## src/rtl/shift_decode_scheduler_if.sv

```systemverilog
// Requester/response and decode-datapath signals of shift_decode_scheduler.
// slave = scheduler side; master = requesters, response consumer and datapath.
interface shift_decode_scheduler_if #(
    parameter int NREQ = 4
);
    logic [NREQ-1:0]    req_valid;
    logic [64*NREQ-1:0] req_data;
    logic [64*NREQ-1:0] req_key;
    logic [NREQ-1:0]    req_ready;

    logic               rsp_valid;
    logic               rsp_ready;
    logic [2:0]         rsp_id;
    logic [63:0]        rsp_data;
    logic               rsp_err;
    logic               busy;

    logic               dp_set;
    logic [63:0]        dp_data;
    logic [63:0]        dp_key;
    logic               dp_status;
    logic [63:0]        dp_result;

    modport slave (
        input  req_valid, req_data, req_key, rsp_ready, dp_status, dp_result,
        output req_ready, rsp_valid, rsp_id, rsp_data, rsp_err, busy,
        output dp_set, dp_data, dp_key
    );

    modport master (
        output req_valid, req_data, req_key, rsp_ready, dp_status, dp_result,
        input  req_ready, rsp_valid, rsp_id, rsp_data, rsp_err, busy,
        input  dp_set, dp_data, dp_key
    );
endinterface

```

## src/rtl/shift_decode_scheduler.sv

```systemverilog
// Round-robin scheduler sharing one inverse-shift decode datapath among NREQ requesters.
// Accept->rsp_valid 3 cycles (TIMEOUT+2 on timeout); rsp_valid holds until rsp_ready, no accepts meanwhile.
module shift_decode_scheduler #(
    parameter int NREQ    = 4,
    parameter int TIMEOUT = 15
) (
    input  logic                    clk,
    input  logic                    set_n,
    shift_decode_scheduler_if.slave bus
);
    typedef enum logic [1:0] {IDLE, LOAD, RUN, RESP} state_t;

    state_t      state_q;
    logic [2:0]  last_grant_q;
    logic [2:0]  rsp_id_q;
    logic [63:0] rsp_data_q;
    logic        rsp_err_q;
    logic        dp_set_q;
    logic [63:0] dp_data_q;
    logic [63:0] dp_key_q;
    logic [7:0]  tmo_cnt_q;

    logic [7:0]      vld_pad;
    logic [3:0]      idx;
    logic [2:0]      grant_d;
    logic            grant_vld;
    logic [NREQ-1:0] req_ready_d;
    logic [63:0]     data_d;
    logic [63:0]     key_d;

    always_comb begin
        vld_pad            = '0;
        vld_pad[NREQ-1:0]  = bus.req_valid;
        idx                = '0;
        grant_d            = '0;
        grant_vld          = 1'b0;
        // Scan from farthest to nearest so the first valid slot after last_grant_q wins.
        for (int i = NREQ; i >= 1; i--) begin
            idx = 4'(last_grant_q) + 4'(i);
            if (idx >= 4'(NREQ)) idx = idx - 4'(NREQ);
            if (vld_pad[idx[2:0]]) begin
                grant_d   = idx[2:0];
                grant_vld = 1'b1;
            end
        end
    end

    always_comb begin
        data_d      = '0;
        key_d       = '0;
        req_ready_d = '0;
        for (int k = 0; k < NREQ; k++) begin
            if (grant_d == 3'(k)) begin
                data_d         = bus.req_data[64*k +: 64];
                key_d          = bus.req_key[64*k +: 64];
                req_ready_d[k] = grant_vld && (state_q == IDLE);
            end
        end
    end

    always_ff @(posedge clk or negedge set_n) begin
        if (!set_n) begin
            state_q      <= IDLE;
            last_grant_q <= 3'(NREQ - 1);
            rsp_id_q     <= '0;
            rsp_data_q   <= '0;
            rsp_err_q    <= 1'b0;
            dp_set_q     <= 1'b1;
            dp_data_q    <= '0;
            dp_key_q     <= '0;
            tmo_cnt_q    <= '0;
        end else begin
            case (state_q)
                IDLE: begin
                    if (grant_vld) begin
                        dp_data_q <= data_d;
                        dp_key_q  <= key_d;
                        rsp_id_q  <= grant_d;
                        state_q   <= LOAD;
                    end
                end
                LOAD: begin
                    state_q   <= RUN;
                    dp_set_q  <= 1'b0;
                    tmo_cnt_q <= '0;
                end
                RUN: begin
                    // The counter lags the first RUN cycle, in which the datapath cannot answer yet.
                    if (bus.dp_status) begin
                        rsp_data_q <= bus.dp_result;
                        rsp_err_q  <= 1'b0;
                        dp_set_q   <= 1'b1;
                        state_q    <= RESP;
                    end else if (tmo_cnt_q == 8'(TIMEOUT)) begin
                        rsp_data_q <= '0;
                        rsp_err_q  <= 1'b1;
                        dp_set_q   <= 1'b1;
                        state_q    <= RESP;
                    end else begin
                        tmo_cnt_q <= tmo_cnt_q + 8'd1;
                    end
                end
                RESP: begin
                    if (bus.rsp_ready) begin
                        last_grant_q <= rsp_id_q;
                        state_q      <= IDLE;
                    end
                end
                default: state_q <= IDLE;
            endcase
        end
    end

    assign bus.req_ready = req_ready_d;
    assign bus.rsp_valid = (state_q == RESP);
    assign bus.rsp_id    = rsp_id_q;
    assign bus.rsp_data  = rsp_data_q;
    assign bus.rsp_err   = rsp_err_q;
    assign bus.busy      = (state_q != IDLE);
    assign bus.dp_set    = dp_set_q;
    assign bus.dp_data   = dp_data_q;
    assign bus.dp_key    = dp_key_q;
endmodule

```

## src/flat_wrapper.sv

```systemverilog
// flat-port wrapper written by rule: the top's interface ports become plain ports
module shift_decode_scheduler_flat 
#(
    parameter int NREQ    = 4,
    parameter int TIMEOUT = 15
)
  (clk, set_n, bus_req_valid, bus_req_data, bus_req_key, bus_rsp_ready, bus_dp_status, bus_dp_result, bus_req_ready, bus_rsp_valid, bus_rsp_id, bus_rsp_data, bus_rsp_err, bus_busy, bus_dp_set, bus_dp_data, bus_dp_key);
  shift_decode_scheduler_if #(.NREQ(NREQ)) bus_i ();
  input  logic clk;
  input  logic set_n;
  input wire logic [$bits(bus_i.req_valid)-1:0] bus_req_valid;
  input wire logic [$bits(bus_i.req_data)-1:0] bus_req_data;
  input wire logic [$bits(bus_i.req_key)-1:0] bus_req_key;
  input wire logic [$bits(bus_i.rsp_ready)-1:0] bus_rsp_ready;
  input wire logic [$bits(bus_i.dp_status)-1:0] bus_dp_status;
  input wire logic [$bits(bus_i.dp_result)-1:0] bus_dp_result;
  output wire logic [$bits(bus_i.req_ready)-1:0] bus_req_ready;
  output wire logic [$bits(bus_i.rsp_valid)-1:0] bus_rsp_valid;
  output wire logic [$bits(bus_i.rsp_id)-1:0] bus_rsp_id;
  output wire logic [$bits(bus_i.rsp_data)-1:0] bus_rsp_data;
  output wire logic [$bits(bus_i.rsp_err)-1:0] bus_rsp_err;
  output wire logic [$bits(bus_i.busy)-1:0] bus_busy;
  output wire logic [$bits(bus_i.dp_set)-1:0] bus_dp_set;
  output wire logic [$bits(bus_i.dp_data)-1:0] bus_dp_data;
  output wire logic [$bits(bus_i.dp_key)-1:0] bus_dp_key;
  assign bus_i.req_valid = bus_req_valid;
  assign bus_i.req_data = bus_req_data;
  assign bus_i.req_key = bus_req_key;
  assign bus_i.rsp_ready = bus_rsp_ready;
  assign bus_i.dp_status = bus_dp_status;
  assign bus_i.dp_result = bus_dp_result;
  assign bus_req_ready = bus_i.req_ready;
  assign bus_rsp_valid = bus_i.rsp_valid;
  assign bus_rsp_id = bus_i.rsp_id;
  assign bus_rsp_data = bus_i.rsp_data;
  assign bus_rsp_err = bus_i.rsp_err;
  assign bus_busy = bus_i.busy;
  assign bus_dp_set = bus_i.dp_set;
  assign bus_dp_data = bus_i.dp_data;
  assign bus_dp_key = bus_i.dp_key;
  shift_decode_scheduler #(.NREQ(NREQ), .TIMEOUT(TIMEOUT)) u_core (.clk(clk), .set_n(set_n), .bus(bus_i));
endmodule
```

## config.mk

```make
export PLATFORM = sky130hd
export DESIGN_NAME = shift_decode_scheduler_flat
export DESIGN_NICKNAME = d
export VERILOG_FILES = /design/src/rtl/shift_decode_scheduler_if.sv /design/src/rtl/shift_decode_scheduler.sv /design/src/flat_wrapper.sv
export SDC_FILE = /design/constraint.sdc
export NUM_CORES = 1
export LEC_CHECK = 0
export CAP_MARGIN = 20
export CORE_AREA = 2 2 306 308
export CTS_BUF_LIST = sky130_fd_sc_hd__clkbuf_16
export DETAILED_ROUTE_END_ITERATION = 8
export DIE_AREA = 0 0 308 310
export DONT_BUFFER_PORTS = 1
export PLACE_DENSITY_LB_ADDON = 0.25
export SKIP_LAST_GASP = 1
export SLEW_MARGIN = 15
export SYNTH_ARGS = -nofsm -noshare
export SYNTH_HDL_FRONTEND = slang
export SYNTH_SLANG_ARGS = --single-unit
```

## constraint.sdc

```tcl
create_clock -name clk -period 12.64 [get_ports clk]
set_input_delay 2.528 -clock clk [delete_from_list [all_inputs] [get_ports clk]]
set_output_delay 2.528 -clock clk [all_outputs]
set_load 0.05 [all_outputs]
```

==> out/qor.yml, run 1 <==
worst_setup_path:
  crit_chain: "mux4_2 -> a21boi_2 -> a21bo_4 -> and2_4 -> mux2i_4 -> buf_4 -> nor3_2"
  worstSetupPathType: "in2out"
  rr_worst_depth: 12
  reg2reg_to: "u_core.bus.dp_data[63]$_DFFE_PN0N_"
  path_max_fanout: 67
  critical_path.endpoint_type: "output port"
  crit_path_max_incr_delay_ns: 0.84
  crit_arrival_ns: 5.35
  cp-start-kind: "input pin"
  reg2reg_slack_ns: 6.98
  worstPathRequired_ns: 10.11
  slowest_stage: "nor3_2"
  crit_start: "bus_req_valid[0]"
  r2r-start: "u_core.last_grant_q[0]$_DFFE_PN1P_"
global_routing:
  grt_usage_pct: 11.14
  antenna_found_initial: 10
  grt_pass1_wl_mm: 80.35
  overflow: 0
  grt_util_met1_pct: 12.65
  grt_max_degree: 211
  grt_use_met3_pct: 3.412
  grt_util_met2_pct: 19.50
  top_usage_layer: "met2"
  grt_pass1_vias: 11351
worst_hold_path:
  min_from: "u_core.tmo_cnt_q[0]$_DFFE_PN0P_"
  hold_end: "u_core.tmo_cnt_q[0]$_DFFE_PN0P_"
  hold_depth: 1
  min_path_type: "reg2reg"
sta:
  finalSetupTns_ns: 0
  worst_slew_pin_slew_ns: 1.124
  fmax_mhz: 127.0
  hold_ws_ns: 0.5243
  hold_viol: 0
  finalClockSkew_ns: 0.008965
  relSlewSlack_pct: 24.76
  finalCritPeriodShare_pct: 62.31
  period_needed_ns: 7.876
  slew_viol_final: 0
  rsz0062_at_grt: "no"
  setup-violations-final: 0
placement:
  portBuffers: 0
  hpwlAfterDp_mm: 42.01
  gp_congestion: 0.8265
logic_synthesis:
  synth_nets: 1887
  synth_area_mm2: 0.01351
  synth_flop_cell: "dfrtp_1"
  synthCells: 1296
  async_reset_ff_share_pct: 100.0
  yosysSeqAreaShare_pct: 38.93
  ys_warn_count: 0
  ys_seq_elements: 210
  synth-edff-count: 0
  syn_avg_cell_area_um2: 10.42
  synth_cell_types: 45
die:
  dieArea_mm2: 0.09548
  coreArea_mm2: 0.09249
  rows: 112
  initial_core_util_pct: 14.60
  ios: 787
  die_h_um: 310
  die_w_um: 308
final_layout:
  final_common_cell: "dfrtp_1"
  nFillCells: 10137
  drive_above_1_share_pct: 10.54
  multi_input_area_mm2: 0.007584
  area_delta_synth_final_pct: 14.68
  nets: 1795
  register_area_mm2: 0.005263
  final_cell_mix: "dfrtp_1 (207), nand2_1 (141), a21oi_1 (134)"
clock_network:
  clock_latency_ns: 0.59
  post_cts_resize_count: 0
  numCtsBuffers: 28
  cts_sinks: 210
  htreeDepth: 1
  clk_pin_slew_worst_paths_ns: 0.05
  cts_buffer_depth: 3
  post-cts-setup-buffer-count: 0
  root_buffer: "clkbuf_16"
  postCtsHoldBufs: 0
  cts_tree: "done"
drt:
  ant_nets: 0
  wl_per_cell_um: 24.13
  route.detailed.drc: 0
  wirelength_mm: 58.62
  drt_iter0_markers: 787
  dr.pass1.iters: 5
  viasPerCell: 4.639
  via_count: 11269
power_and_ir_drop:
  pwr_density_cell_mw_per_mm2: 386.5
  vdd_ir_drop_max_uv: 190.0
  leakage_nw: 6.376
run:
  cap_violations: 0
run_status:
  status: "complete, no violations"
## final cells by class
cell class,instances,share of cell area [%]
clock buffers,28,4.523
well taps,1197,9.669
multi-input cells,935,48.96
inverters,7,0.1696
clock inverters,22,1.430
repair buffers,22,1.147
diodes,8,0.1292
flip-flops and latches,210,33.97
## worst max-delay path: cells and delay by family
kind                   cells  cell delay (ns)
buffers and inverters      1             0.35
AND/OR/NAND/NOR            2             1.36
AO/OA/AOI/OAI              2             0.42
multiplexers               2             0.60
## cell usage after synthesis, types with 2 or more instances
cell type / n / area share (%)
dfrtp_1: 207 / 38
nand2_1: 143 / 4.0
a21oi_1: 134 / 5.0
mux2i_1: 131 / 9.7
a221o_1: 128 / 9.5
a221oi_1: 128 / 8.3
clkbuf_1: 89 / 2.5
mux2_1: 87 / 7.3
a22o_1: 64 / 4.2
mux2_2: 45 / 3.8
buf_2: 37 / 1.4
nor2_1: 16 / 0.44
buf_6: 13 / 1.1
o21ai_0: 8 / 0.30
ha_1: 7 / 0.65
inv_1: 7 / 0.19
nand3_1: 5 / 0.19
xor2_1: 4 / 0.26
and2_1: 3 / 0.14
and3_1: 3 / 0.14
buf_1: 3 / 0.083
dfstp_2: 3 / 0.58
nor3_1: 3 / 0.11
a21o_1: 2 / 0.11
buf_4: 2 / 0.11
mux4_2: 2 / 0.33
nor2b_1: 2 / 0.093
o221ai_1: 2 / 0.13
xnor2_1: 2 / 0.13
## cells by family after synthesis
kind of cell	count (synthesis)	share of synthesized area, %
compound gates	475	28.12
xor+xnor	6	0.3891
fa+ha+maj	7	0.6484
buf+inv	151	5.317
flops	210	38.93
mux	266	21.15
simple gates	181	5.447
## per-stage QoR
stage	setup WS [ns]	utilization [%]	instances	area, um2	total power [mW]
3_5_place_dp	4.707	15.72	2371	14540	5.209
3_3_place_gp	4.762	15.71	2369	14530	5.151
4_1_cts	4.690	16.72	2421	15460	6.063
5_1_grt	4.576	16.75	2428	15490	6.326
6_report	4.764	16.75	2429	15490	5.987
2_1_floorplan	5.002	-	1296	13510	4.472
## power breakdown
| part | internal [mW] | total [mW] | switching [mW] |
|---|---|---|---|
| Sequential | 0.983 | 2.35 | 1.37 |
| Combinational | 1.15 | 2.82 | 1.66 |
| Clock | 0.482 | 0.819 | 0.337 |
| Total | 2.62 | 5.99 | 3.37 |
## per-layer routing
layer	up-vias	routed length, um
li1	4979	-
met1	5587	21910
met2	616	29180
met3	83	5610
met4	4	1891
met5	-	31
## how the worst max path moves through the flow
stage / slack, ns / depth (start not counted) / end
after floorplan: 5.00 / 9 / bus_req_ready[3]
after CTS: 4.69 / 7 / bus_req_ready[2]
final: 4.76 / 7 / bus_req_ready[2]
after global placement: 4.76 / 7 / bus_req_ready[2]
after global routing: 4.58 / 7 / bus_req_ready[2]
after detailed placement: 4.71 / 7 / bus_req_ready[2]
## state kept, by name, indices dropped and copies added (netlist names)
register	count
u_core.bus.dp_set	1
u_core.bus.dp_key	64
u_core.state_q	2
u_core.last_grant_q	3
u_core.bus.dp_data	64
u_core.bus.rsp_data	64
u_core.bus.rsp_err	1
u_core.bus.rsp_id	3
u_core.tmo_cnt_q	8
(Power assumes the default switching activity.)
==> inputs of run 2 (changes only) <==
==> constraint.sdc (replaced) <==
create_clock -name clk -period 7.2 [get_ports clk]
set_input_delay 1.44 -clock clk [delete_from_list [all_inputs] [get_ports clk]]
set_output_delay 1.44 -clock clk [all_outputs]
set_load 0.05 [all_outputs]
==> run 2 against run 1 <==
- utilization increased by 0.051 points
- sequential share of layout area decreased by 0.10 points
- worst setup slack got worse by 3.4 ns
- sequential cell count unchanged
- critical path depth increased by 1
- cell count increased by 0.33%
- sequential power increased by 75%
- largest power group unchanged
- clock-buffer cell count increased by 1
- register-to-register slack got worse by 4.7 ns
- critical endpoint is now bus_req_ready[1]
==> out/qor.yml, run 2 (synthesized netlist as in run 1, its figures left out) <==
drt:
  ant_nets: 0  # unchanged
  dr.pass1.iters: 5  # unchanged
  wirelength_mm: 58.12  # -0.85%
  wl_per_cell_um: 23.85  # -1.2%
  drt_iter0_markers: 784  # -0.38%
  via_count: 11355  # +0.76%
  route.detailed.drc: 0  # unchanged
  viasPerCell: 4.659  # +0.43%
placement:
  gp_congestion: 0.8362  # +1.2%
  portBuffers: 0  # unchanged
  post-place-ws_ns: 1.946  # -2.761 ns
  hpwlAfterDp_mm: 41.56  # -1.1%
run:
  cap_violations: 0  # unchanged
clock_network:
  clk_pin_slew_worst_paths_ns: 0.06  # about the same
  htreeDepth: 1  # unchanged
  root_buffer: "clkbuf_16"
  numCtsBuffers: 29  # +3.6%
  cts_buffer_depth: 3  # unchanged
  post_cts_resize_count: 0  # unchanged
  clock_latency_ns: 0.61  # +0.02 ns
  post-cts-setup-buffer-count: 0  # unchanged
  cts_sinks: 210  # unchanged
  postCtsHoldBufs: 0  # unchanged
  cts_tree: "done"
die:
  coreArea_mm2: 0.09249  # unchanged
  ios: 787  # unchanged
  dieArea_mm2: 0.09548  # unchanged
  rows: 112  # unchanged
  initial_core_util_pct: 14.60  # unchanged
  die_w_um: 308  # unchanged
  die_h_um: 310  # unchanged
global_routing:
  grt_pass1_wl_mm: 80.18  # -0.21%
  overflow: 0  # unchanged
  grt_usage_pct: 11.07  # -0.070 points
  grt_pass1_vias: 11365  # +0.12%
  grt_max_degree: 211  # unchanged
  antenna_found_initial: 12  # +2
worst_setup_path:
  worstSetupPathType: "reg2out"
  worstPathRequired_ns: 5.76  # -4.35 ns
  endpoint: "bus_req_ready[1]"
  crit_start: "u_core.last_grant_q[0]$_DFFE_PN1P_"
  critical_path.endpoint_type: "output port"
  reg2reg_to: "u_core.bus.dp_data[12]$_DFFE_PN0N_"
  r2r-start: "u_core.last_grant_q[0]$_DFFE_PN1P_"
  rr_worst_depth: 11  # -1
  crit_arrival_ns: 4.45  # -0.90 ns
  cp-start-kind: "flip-flop"
  path_max_fanout: 65  # -3.0%
  reg2reg_slack_ns: 2.26  # -4.72 ns
sta:
  fmax_mhz: 169.9
  finalClockSkew_ns: 0.01341  # +0.004443 ns
  worst_slack_ns: 1.315  # -3.449 ns
  rsz0062_at_grt: "no"
  period_needed_ns: 5.885
  slew_viol_final: 0  # unchanged
  finalSetupTns_ns: 0  # unchanged
  hold_viol: 0  # unchanged
  relSlewSlack_pct: 32.94  # +8.2 points
  setup-violations-final: 0  # unchanged
  worst_slew_pin_slew_ns: 1.006  # -0.1185 ns
  finalCritPeriodShare_pct: 81.74
final_layout:
  drive_above_1_share_pct: 10.73  # +0.19 points
  nets: 1799  # +0.22%
  register_area_mm2: 0.005263  # unchanged
  multi_input_area_mm2: 0.007584  # unchanged
  nFillCells: 10218  # +0.80%
  final_cell_mix: "dfrtp_1 (207), nand2_1 (141), a21oi_1 (134)"
  area_delta_synth_final_pct: 15.03
  final_common_cell: "dfrtp_1"
power_and_ir_drop:
  pwr_density_cell_mw_per_mm2: 676.6  # +75%
  leakage_nw: 6.401  # +0.39%
  vdd_ir_drop_max_uv: 377.8  # +99%
run_status:
  status: "complete, no violations"
worst_hold_path:
  min_path_type: "reg2reg"
[run 2: how the worst min path moves through the flow]
| stage | startpoint | to | slack [ns] | cells after the start |
|---|---|---|---|---|
| 6_report | u_core.tmo_cnt_q[0]$_DFFE_PN0P_ | u_core.tmo_cnt_q[0]$_DFFE_PN0P_ | 0.53 | 1 |
| 5_1_grt | set_n | u_core.bus.dp_data[14]$_DFFE_PN0N_ | 0.50 | 0 |
| 3_5_place_dp | u_core.tmo_cnt_q[1]$_DFFE_PN0P_ | u_core.tmo_cnt_q[1]$_DFFE_PN0P_ | 0.52 | 2 |
| 2_1_floorplan | u_core.tmo_cnt_q[0]$_DFFE_PN0P_ | u_core.tmo_cnt_q[0]$_DFFE_PN0P_ | 0.48 | 1 |
| 4_1_cts | set_n | u_core.bus.dp_data[14]$_DFFE_PN0N_ | 0.49 | 0 |
| 3_3_place_gp | u_core.tmo_cnt_q[1]$_DFFE_PN0P_ | u_core.tmo_cnt_q[1]$_DFFE_PN0P_ | 0.51 | 2 |
[run 2: area by class of cell]
class | instances | share of cell area (%)
Multi-Input combinational cell | 935 | 48.81
Timing Repair Buffer | 25 | 1.288
Sequential cell | 210 | 33.87
Inverter | 7 | 0.1691
Clock buffer | 29 | 4.671
Antenna cell | 10 | 0.1611
Tap cell | 1197 | 9.639
Clock inverter | 24 | 1.393
[run 2: layer usage]
metal  global-route usage, %  wire length (um)  share of wire [%]  up-vias
met1                   12.61             21570                 37     5617
met5                       0                13              0.022        -
met4                   4.243              1741                3.0        2
li1                        -                 -                  -     4985
met2                   19.23             28900                 50      662
met3                   3.555              5893                 10       89
[run 2: power breakdown]
part	internal, mW	leakage [nW]	total, mW	switching [mW]
registers	1.73	2.62	4.11	2.38
clock network	0.842	0.466	1.46	0.620
logic	2.03	3.32	4.94	2.91
total	4.60	6.40	10.5	5.91
[run 2: per-stage QoR]
step	instances	hold slack (ns)	instance area (um2)	power, mW	util [%]
detailed placement	2374	0.5248	14560	9.093	15.75
finish	2437	0.5312	15540	10.51	16.80
floorplan	1296	0.4787	13510	7.852	-
CTS	2427	0.4856	15510	10.61	16.77
global route	2437	0.4968	15540	11.13	16.80
global placement	2374	0.5093	14560	9.006	15.75
[run 2: critical path, stage by stage, from the launching register on]
cell      delay [ns]
dfstp_4         1.05
inv_1           0.14
ha_1            0.40
mux4_2          0.27
a21boi_2        0.19
a21bo_4         0.27
nand2_4         0.43
o21ai_0         0.24
nor2_1          0.80
==> inputs of run 3 (changes only) <==
==> constraint.sdc (replaced) <==
create_clock -name clk -period 4.9 [get_ports clk]
set_input_delay 0.98 -clock clk [delete_from_list [all_inputs] [get_ports clk]]
set_output_delay 0.98 -clock clk [all_outputs]
set_load 0.05 [all_outputs]
==> run 3 against run 2 <==
- hold slack lost 0.45 ns
- non-clock buffer count decreased by 1
- routed wire length decreased by 0.71%
- power up 48%
- utilization increased by 0.068 points
- register-to-register slack lost 1.5 ns
- critical path type unchanged
- worst setup slack got worse by 1.1 ns
- via count rose by 0.77%
==> out/qor.yml, run 3 (synthesized netlist as in run 1, its figures left out) <==
power_and_ir_drop:
  combPwrFrac_pct: 47.8  # +0.8 points
  clkPwrFrac_pct: 13.7  # -0.2 points
  vdd_ir_drop_max_uv: 568.0  # +50%
  p_switching_mw: 8.662  # +46%
  internal_power_mw: 6.887  # +50%
  swShare_pct: 55.71  # -0.54 points
  sequentialPowerShare_pct: 38.5  # -0.6 points
  leakage_nw: 6.418  # +0.26%
  pwr_density_cell_mw_per_mm2: 996.7  # +47%
worst_setup_path:
  cp_top_family: "multiplexers"
  worstPathRequired_ns: 3.92  # -1.84 ns
  critical_path.endpoint_type: "output port"
  slowest_stage: "dfstp_4"
  path_max_fanout: 15  # -77%
  crit_buf_inv: 2  # +1
  cp-start-kind: "flip-flop"
  worstSetupPathType: "reg2out"
  crit_path_max_incr_delay_ns: 0.72  # -0.33 ns
  crit_arrival_ns: 3.68  # -0.77 ns
  crit_chain: "inv_1 -> ha_1 -> mux4_2 -> a21boi_2 -> a21bo_4 -> and2_4 -> mux2i_4 -> nor2_1 -> buf_4"
drt:
  ant_nets: 0  # unchanged
  drt_iter0_markers: 792  # +1.0%
  route.detailed.drc: 0  # unchanged
  wl_per_cell_um: 23.74  # -0.46%
  dr.pass1.iters: 5  # unchanged
  viasPerCell: 4.707  # +1.0%
  wirelength_mm: 57.71  # -0.71%
  via_count: 11443  # +0.77%
sta:
  relSlewSlack_pct: 35.59  # +2.6 points
  slew_viol_final: 0  # unchanged
  rsz0062_at_grt: "no"
  fmax_mhz: 214.7
  finalCritPeriodShare_pct: 95.05
  worst_slew_pin_slew_ns: 0.9661  # -0.03971 ns
  period_needed_ns: 4.657
  hold_viol: 0  # unchanged
  finalSetupTns_ns: 0  # unchanged
  finalClockSkew_ns: 0.01911  # +0.005697 ns
  setup-violations-final: 0  # unchanged
die:
  dieArea_mm2: 0.09548  # unchanged
  die_w_um: 308  # unchanged
  initial_core_util_pct: 14.60  # unchanged
  die_h_um: 310  # unchanged
  ios: 787  # unchanged
  coreArea_mm2: 0.09249  # unchanged
  rows: 112  # unchanged
final_layout:
  nets: 1796  # -0.17%
  final_util_pct: 16.87  # +0.068 points
  final_cell_mix: "dfrtp_1 (207), nand2_1 (141), a21oi_1 (134)"
  area_delta_synth_final_pct: 15.50
  drive_above_1_share_pct: 10.61  # -0.12 points
  nFillCells: 10196  # -0.22%
  final_common_cell: "dfrtp_1"
  final_cell_area_mm2: 0.01560  # +0.40%
global_routing:
  overflow: 0  # unchanged
  grt_max_degree: 211  # unchanged
  grt_pass1_wl_mm: 79.52  # -0.83%
  grt_pass1_vias: 11244  # -1.1%
  grt_usage_pct: 10.96  # -0.12 points
  antenna_found_initial: 12  # unchanged
placement:
  hpwlAfterDp_mm: 40.64  # -2.2%
  dpl_cell_area_mm2: 0.01465  # +0.58%
  portBuffers: 0  # unchanged
  gp_congestion: 0.8326  # -0.43%
clock_network:
  numCtsBuffers: 27  # -6.9%
  root_buffer: "clkbuf_16"
  post_cts_resize_count: 0  # unchanged
  cts_sinks: 210  # unchanged
  post-cts-setup-buffer-count: 0  # unchanged
  clock_latency_ns: 0.60  # about the same
  cts_buffer_depth: 3  # unchanged
  clk_pin_slew_worst_paths_ns: 0.06  # about the same
  cts_tree: "done"
  postCtsHoldBufs: 0  # unchanged
  htreeDepth: 1  # unchanged
worst_hold_path:
  min_path_type: "in2async"
run:
  cap_violations: 0  # unchanged
run_status:
  status: "complete, no violations"
[run 3: through the flow]
stage	cells	power (mW)	hold slack, ns	setup slack, ns
after floorplan	1296	11.55	0.4787	0.05018
after global placement	2372	13.28	0.5084	0.8481
after detailed placement	2373	13.45	0.5141	0.7880
after CTS	2422	15.67	0.02070	0.1723
after global routing	2430	16.37	0.03193	0.04999
final	2431	15.55	0.08052	0.2426
[run 3: path summary, 6_finish.rpt]
check | depth (start not counted) | from | end | slack [ns]
min reg2reg | 1 | u_core.tmo_cnt_q[0]$_DFFE_PN0P_ | u_core.tmo_cnt_q[0]$_DFFE_PN0P_ | 0.53
min | 0 | set_n | u_core.bus.dp_data[36]$_DFFE_PN0N_ | 0.08
min in group clk | 1 | bus_dp_result[2] | u_core.bus.rsp_data[2]$_DFFE_PN0P_ | 0.52
max reg2reg | 10 | u_core.last_grant_q[0]$_DFFE_PN1P_ | u_core.bus.dp_data[57]$_DFFE_PN0N_ | 0.79
max | 9 | u_core.last_grant_q[0]$_DFFE_PN1P_ | bus_req_ready[0] | 0.24
max in group asynchronous | 0 | set_n | u_core.bus.dp_key[38]$_DFFE_PN0N_ | 4.37
[run 3: final cells by class]
type                       count  area, um2  area share, %
sequential                   210       5263          33.73
clock inverter                22      252.7          1.620
inverter                       7      26.28         0.1684
multi-input combinational    935       7582          48.60
antenna                        9      22.52         0.1444
clock buffer                  27      675.6          4.331
tap                         1197       1498          9.601
timing repair buffer          24      280.3          1.797
[run 3: metal layers]
layer	part of all wire, %	up-vias	wire length (um)	global-route usage, %
met2	50	622	28920	19.08
met5	0.071	-	41	0
met3	9.1	83	5271	3.419
met4	3.7	6	2126	4.334
met1	37	5759	21350	12.45
li1	-	4973	-	-
[run 3: worst register-to-register path: stages, from the launching register on]
cell and delay (ns):
dfstp_4 0.72, inv_1 0.08, ha_1 0.38, mux4_2 0.28, a21boi_2 0.20, a21bo_4 0.27
and2_4 0.16, mux2i_4 0.64, buf_12 0.31, mux2_1 0.64, a221o_1 0.33
[run 3: power groups by stage]
stage               clock network [mW]  registers (mW)  logic (mW)
floorplan                            0            5.67        5.87
global placement                     0            6.05        7.23
detailed placement                   0            6.01        7.44
CTS                               2.23            5.99        7.44
global route                      2.29            6.08        8.00
finish                            2.14            5.98        7.43
